File: config.mk
export PLATFORM = sky130hd
export DESIGN_NAME = i2s_receiver_flat
export DESIGN_NICKNAME = d
export VERILOG_FILES = /design/src/rtl/i2s_receiver_if.sv /design/src/rtl/i2s_receiver.sv /design/src/flat_wrapper.sv
export SDC_FILE = /design/constraint.sdc
export NUM_CORES = 1
export LEC_CHECK = 0
export BUFFER_PORTS_ARGS = -buffer_cell sky130_fd_sc_hd__buf_4
export CORE_MARGIN = 2
export CORE_UTILIZATION = 53
export DETAILED_ROUTE_END_ITERATION = 8
export HOLD_SLACK_MARGIN = 0.1
export PLACE_DENSITY = 0.75
export SYNTH_ARGS = -nofsm -noshare
export SYNTH_HDL_FRONTEND = slang
export SYNTH_SLANG_ARGS = --single-unit
File: constraint.sdc
create_clock -name clk -period 9.51 [get_ports clk]
set_input_delay 0.951 -clock clk [delete_from_list [all_inputs] [get_ports clk]]
set_output_delay 0.951 -clock clk [all_outputs]
set_load 0.05 [all_outputs]
File: src/rtl/i2s_receiver_if.sv
// rtl/i2s_receiver_if.sv - I2S serial inputs and stereo frame output handshake.
interface i2s_receiver_if #(
  parameter int DATA_WIDTH = 24
);
  logic                  sck;
  logic                  ws;
  logic                  sd;
  logic [DATA_WIDTH-1:0] out_left;
  logic [DATA_WIDTH-1:0] out_right;
  logic                  out_valid;
  logic                  out_ready;
  logic                  overrun;
  logic                  frame_err;

  modport master (
    input  sck, ws, sd, out_ready,
    output out_left, out_right, out_valid, overrun, frame_err
  );

  modport slave (
    output sck, ws, sd, out_ready,
    input  out_left, out_right, out_valid, overrun, frame_err
  );
endinterface

File: src/rtl/i2s_receiver.sv
// rtl/i2s_receiver.sv - I2S receiver: oversampled sck edge detect, word capture, stereo frame handshake.
module i2s_receiver #(
  parameter int DATA_WIDTH = 24,
  parameter int SLOT_WIDTH = 32
) (
  input  logic           clk,
  input  logic           reset,
  i2s_receiver_if.master bus
);
  localparam int CW = $clog2(SLOT_WIDTH + 1);
  localparam logic [1:0] ST_SYNC  = 2'd0;
  localparam logic [1:0] ST_SHIFT = 2'd1;
  localparam logic [1:0] ST_PAD   = 2'd2;
  localparam logic [CW-1:0] CNT_WORD = CW'(DATA_WIDTH);
  localparam logic [CW-1:0] CNT_MAX  = CW'(SLOT_WIDTH);

  logic                  sck_q, sck_d;
  logic                  ws_last_q, ws_last_d;
  logic                  seen_q, seen_d;
  logic [1:0]            state_q, state_d;
  logic [CW-1:0]         cnt_q, cnt_d;
  logic                  chan_q, chan_d;
  logic                  have_left_q, have_left_d;
  logic [DATA_WIDTH-1:0] shift_q, shift_d;
  logic [DATA_WIDTH-1:0] left_hold_q, left_hold_d;
  logic [DATA_WIDTH-1:0] out_left_q, out_left_d;
  logic [DATA_WIDTH-1:0] out_right_q, out_right_d;
  logic                  out_valid_q, out_valid_d;
  logic                  overrun_q, overrun_d;
  logic                  frame_err_q, frame_err_d;

  logic                  rise;
  logic                  ws_edge;
  logic                  start;
  logic                  frame_done;
  logic [DATA_WIDTH:0]   shift_wide;
  logic [DATA_WIDTH-1:0] word_next;

  assign rise       = bus.sck & ~sck_q;
  assign ws_edge    = bus.ws != ws_last_q;
  assign shift_wide = {shift_q, bus.sd};
  assign word_next  = shift_wide[DATA_WIDTH-1:0];

  always_comb begin
    sck_d       = bus.sck;
    ws_last_d   = ws_last_q;
    seen_d      = seen_q;
    state_d     = state_q;
    cnt_d       = cnt_q;
    chan_d      = chan_q;
    have_left_d = have_left_q;
    shift_d     = shift_q;
    left_hold_d = left_hold_q;
    out_left_d  = out_left_q;
    out_right_d = out_right_q;
    out_valid_d = out_valid_q;
    overrun_d   = overrun_q;
    frame_err_d = frame_err_q;
    start       = 1'b0;
    frame_done  = 1'b0;

    if (rise) begin
      ws_last_d = bus.ws;
      seen_d    = 1'b1;
      case (state_q)
        // The first rise after reset only learns ws, so a slot already in progress is never taken as an edge.
        ST_SYNC:  start = seen_q && ws_edge;
        ST_SHIFT: begin
          if (ws_edge) begin
            frame_err_d = 1'b1;
            start       = 1'b1;
          end else begin
            shift_d = word_next;
            cnt_d   = cnt_q + 1'b1;
            if (cnt_q + 1'b1 == CNT_WORD) begin
              state_d = ST_PAD;
              if (!chan_q) begin
                left_hold_d = word_next;
                have_left_d = 1'b1;
              end else begin
                have_left_d = 1'b0;
                frame_done  = have_left_q;
              end
            end
          end
        end
        ST_PAD: begin
          if (ws_edge) begin
            start = 1'b1;
          end else if (cnt_q != CNT_MAX) begin
            cnt_d = cnt_q + 1'b1;
          end
        end
        default: state_d = ST_SYNC;
      endcase
    end

    // The rise carrying the ws change holds the previous slot's last bit, so it is dropped here.
    if (start) begin
      state_d = ST_SHIFT;
      cnt_d   = '0;
      chan_d  = bus.ws;
      shift_d = '0;
      if (!bus.ws) have_left_d = 1'b0;
    end

    if (frame_done) begin
      if (!out_valid_q || bus.out_ready) begin
        out_left_d  = left_hold_q;
        out_right_d = word_next;
        out_valid_d = 1'b1;
      end else begin
        overrun_d = 1'b1;
      end
    end else if (out_valid_q && bus.out_ready) begin
      out_valid_d = 1'b0;
    end
  end

  always_ff @(posedge clk or posedge reset) begin
    if (reset) begin
      sck_q       <= 1'b0;
      ws_last_q   <= 1'b0;
      seen_q      <= 1'b0;
      state_q     <= ST_SYNC;
      cnt_q       <= '0;
      chan_q      <= 1'b0;
      have_left_q <= 1'b0;
      shift_q     <= '0;
      left_hold_q <= '0;
      out_left_q  <= '0;
      out_right_q <= '0;
      out_valid_q <= 1'b0;
      overrun_q   <= 1'b0;
      frame_err_q <= 1'b0;
    end else begin
      sck_q       <= sck_d;
      ws_last_q   <= ws_last_d;
      seen_q      <= seen_d;
      state_q     <= state_d;
      cnt_q       <= cnt_d;
      chan_q      <= chan_d;
      have_left_q <= have_left_d;
      shift_q     <= shift_d;
      left_hold_q <= left_hold_d;
      out_left_q  <= out_left_d;
      out_right_q <= out_right_d;
      out_valid_q <= out_valid_d;
      overrun_q   <= overrun_d;
      frame_err_q <= frame_err_d;
    end
  end

  assign bus.out_left  = out_left_q;
  assign bus.out_right = out_right_q;
  assign bus.out_valid = out_valid_q;
  assign bus.overrun   = overrun_q;
  assign bus.frame_err = frame_err_q;
endmodule
File: src/flat_wrapper.sv
// flat-port wrapper written by rule: the top's interface ports become plain ports
module i2s_receiver_flat 
#(
  parameter int DATA_WIDTH = 24,
  parameter int SLOT_WIDTH = 32
)
  (clk, reset, bus_sck, bus_ws, bus_sd, bus_out_ready, bus_out_left, bus_out_right, bus_out_valid, bus_overrun, bus_frame_err);
  i2s_receiver_if #(.DATA_WIDTH(DATA_WIDTH)) bus_i ();
  input  logic clk;
  input  logic reset;
  input wire logic [$bits(bus_i.sck)-1:0] bus_sck;
  input wire logic [$bits(bus_i.ws)-1:0] bus_ws;
  input wire logic [$bits(bus_i.sd)-1:0] bus_sd;
  input wire logic [$bits(bus_i.out_ready)-1:0] bus_out_ready;
  output wire logic [$bits(bus_i.out_left)-1:0] bus_out_left;
  output wire logic [$bits(bus_i.out_right)-1:0] bus_out_right;
  output wire logic [$bits(bus_i.out_valid)-1:0] bus_out_valid;
  output wire logic [$bits(bus_i.overrun)-1:0] bus_overrun;
  output wire logic [$bits(bus_i.frame_err)-1:0] bus_frame_err;
  assign bus_i.sck = bus_sck;
  assign bus_i.ws = bus_ws;
  assign bus_i.sd = bus_sd;
  assign bus_i.out_ready = bus_out_ready;
  assign bus_out_left = bus_i.out_left;
  assign bus_out_right = bus_i.out_right;
  assign bus_out_valid = bus_i.out_valid;
  assign bus_overrun = bus_i.overrun;
  assign bus_frame_err = bus_i.frame_err;
  i2s_receiver #(.DATA_WIDTH(DATA_WIDTH), .SLOT_WIDTH(SLOT_WIDTH)) u_core (.clk(clk), .reset(reset), .bus(bus_i));
endmodule
==> results by group <==
Run status
  – Status: complete, no violations

Synthesis
  – Synth cell types: 36
  – Synthesized area: 0.00439 mm^2
  – Register bit total from synthesis: 111
  – Warnings from Yosys: 0
  – Area leader, netlist: dfrtp_1
  – Mapped Cells: between 200 and 300
  – Post-synthesis net count: 308
  – Compound-Gate Fraction of Synth Area: 0.0725
  – Adder-cell share of the synthesized area: 0.0171
  – Post-synth EDFFs: 0
  – Top cells by area, synth: dfrtp_1, mux2_2, mux2_1
  – Post-Synth Simple-Gate Area: 0.0522
  – Seq/Total Area, Yosys: 0.633
  – Main combinational cell family by area after synthesis: multiplexers
  – Mux cell area share after synthesis: 0.187
  – Most used DFF post-synth: dfrtp_1
  – XOR/XNOR Fraction of Synth Area: 0.00970
  – Synth top area share: 0.633
  – Mapped Avg Cell Area: roughly 15 um^2
  – Ys async rst share: 1.00

Place
  – Dpl cell area: slightly below 0.005 mm^2
  – Routability-driven placement congestion ratio: 0.755
  – Dpl hpwl: 4780 um
  – Port bufs: 56

CTS
  – CTS hold repair buffers: 0
  – Worst-path clk slew: 0.11 ns
  – CTS HTree Levels: 3
  – Clk_lat worst skew: around 0.36 ns
  – Post-CTS resize count: 0
  – Clock sinks: 111
  – CTS tree: yes
  – Postcts setup bufs: 0
  – Clock Root Buffer: clkbuf_8
  – CTS max path bufs: 2
  – CTS buffer count: 9

Layout
  – Final Cell Area: between 0.005 and 0.006 mm^2
  – Diode count: 0
  – Core Util, Final: 0.622
  – Final Net Count: roughly 370
  – Filler instances: roughly 630
  – Layout cells sized above 1: 0.360
  – Layout area overhead: 15.4%

Hold path
  – Hold Crit Class: reg2reg

Timing
  – Final setup viols: 0
  – Final min period: 3.95 ns
  – Period Utilization, post-route: 0.415
  – Worst Tran Pin Value: 1.04 ns
  – Fmax: 253 MHz
  – Final clock skew: roughly 0.012 ns
  – Final setup TNS: 0 ns
  – RSZ-0062 raised after global routing: no
  – Hold Worst Slack: just under 0.5 ns
  – Final hold violation count: 0
  – Slew Viols, Final: 0
  – Worst slew margin: 0.301

Drt
  – Antenna Nets Post-Route: 0
  – Final wirelength: approximately 7300 um
  – Residual DRC count: 0
  – Via density: ~5.5
  – Initial DRC count: 121
  – DRT Pass-1 Iters: 4
  – Via count: ~2600
  – Routed len/inst: approximately 16 um

Critical path
  – RR Endpoint: u_core.bus.out_left[19]
  – Setup crit start kind: primary input
  – CP Data Required Time: 9.76 ns
  – Worst Reg2Reg Path Length in Cells: 7
  – Reg-to-Reg Start: u_core.state_q[1]
  – CP max FO: 30
  – R2R setup slack: between 5 and 6 ns
  – CP Capture Type: flop
  – Setup crit start: bus_ws
  – Worst Setup Path Type: in2reg
  – Critical path capture point: u_core.bus.out_left[19]
  – Crit path DAT: approximately 4.2 ns

GRT
  – Number of global-route vias before repair: roughly 2400
  – Grt total ovfl: 0
  – GRT Total Usage: 0.170
  – Initial antenna violation count: 0
  – First-pass GRT wire length: around 12000 um
  – Largest net degree at the start of global routing: 86

Floorplan
  – Row count: 33
  – Starting density of the core: 0.539
  – DIE AREA: roughly 0.0090 mm^2
  – Die Y-Extent: between 90 and 100 um
  – Die Wd: around 95 um
  – Core area: about 0.008 mm^2
  – Top Ports: between 50 and 60

Pwr
  – Pleak: approximately 2.7 nW
  – Pwr/cell area: ~160 mW/mm^2
  – VDD IR-drop max: 0.000124 V

Flow run
  – Maxcap violations: 0
==> stage by stage <==
step | setup WS [ns] | total power [W] | std cells
CTS | 5.59 | 0.000830 | 463
floorplan | 5.63 | 0.000554 | 296
global placement | 5.21 | 0.000569 | 447
detailed placement | 5.18 | 0.000573 | 447
finish | 5.56 | 0.000821 | 463
global route | 5.28 | 0.000857 | 463
==> cells in the mapped netlist (4+ instances only) <==
| library cell | number |
|---|---|
| buf_2 | 4 |
| clkbuf_1 | 5 |
| dfrtp_1 | 111 |
| ha_1 | 6 |
| a21oi_1 | 5 |
| o21ai_0 | 5 |
| a22o_1 | 23 |
| buf_6 | 4 |
| inv_1 | 8 |
| nor2_1 | 7 |
| mux2_2 | 47 |
| mux2_1 | 26 |
| nand3_1 | 6 |
==> how the worst min path moves through the flow <==
stage | startpoint | to | depth (start not counted) | slack (ns)
after floorplan | u_core.seen_q | u_core.seen_q | 1 | 0.44
after global placement | u_core.seen_q | u_core.seen_q | 1 | 0.46
after detailed placement | u_core.seen_q | u_core.seen_q | 1 | 0.46
after CTS | u_core.seen_q | u_core.seen_q | 1 | 0.49
after global routing | u_core.seen_q | u_core.seen_q | 1 | 0.51
final | u_core.left_hold_q[17] | u_core.bus.out_left[17] | 1 | 0.48
==> registers in the layout (all words and copies together), names as in the netlist, 2 cells and up <==
signal	count
u_core.bus.out_left	24
u_core.state_q	2
u_core.shift_q	23
u_core.bus.out_right	24
u_core.left_hold_q	24
u_core.cnt_q	6
==> power by group <==
group / switching, W / total (W) / internal [W]
sequential: 0.0000200 / 0.000506 / 0.000486
combinational: 0.0000354 / 0.0000570 / 0.0000217
clock: 0.000154 / 0.000258 / 0.000103
==> cell usage in the layout, fill, tap and decap left out, drive strengths merged <==
cell type  count
and3           2
clkinv         4
nand2          3
nand2b         3
a311o          1
xnor2          3
nor4           3
nand4b         1
or3            2
a221oi         2
a41o           1
clkbuf        10
inv            9
ha             6
a31oi          1
nor4b          1
buf           60
nor2b          2
and4b          1
or4            1
nor3           3
nand4          3
nor2           7
nand3          6
xor2           1
o21ai          6
a21oi          5
dfrtp        111
a31o           2
clkinvlp       1
mux2          73
a22o          23
and2           1
==> critical path, stage by stage <==
cell and delay, ns:
buf_4 0.13, xor2_2 0.21, nor3_4 0.85, nand4_1 1.06, buf_4 0.60, mux2_1 0.36
==> routing by layer <==
layer / vias up / share of wire / global-route usage
li1: 1188 / - / -
met1: 1321 / 0.47 / 0.236
met2: 48 / 0.47 / 0.262
met3: 7 / 0.043 / 0.0471
met4: 0 / 0.013 / 0.0543
met5: - / 0 / 0
==> kinds of logic (layout without fill, tap and decap cells) <==
family / Yosys count / after routing
AOI/OAI and AO/OA: 41 / 41
buffers and inverters: 22 / 84
xor gates and xnor gates: 4 / 4
adders and majority gates: 6 / 6
muxes: 73 / 73
DFF: 111 / 111
and+or+nand+nor: 39 / 39
==> layout make-up <==
type,count,area [um^2],share of cell area
clock buffer,10,138,0.0272
clock inverter,6,43.8,0.00865
inverter,8,32.5,0.00643
multi-input combinational,163,1490,0.294
sequential,111,2780,0.549
tap,105,131,0.0260
timing repair buffer,60,450,0.0890
(Power assumes the default switching activity.)
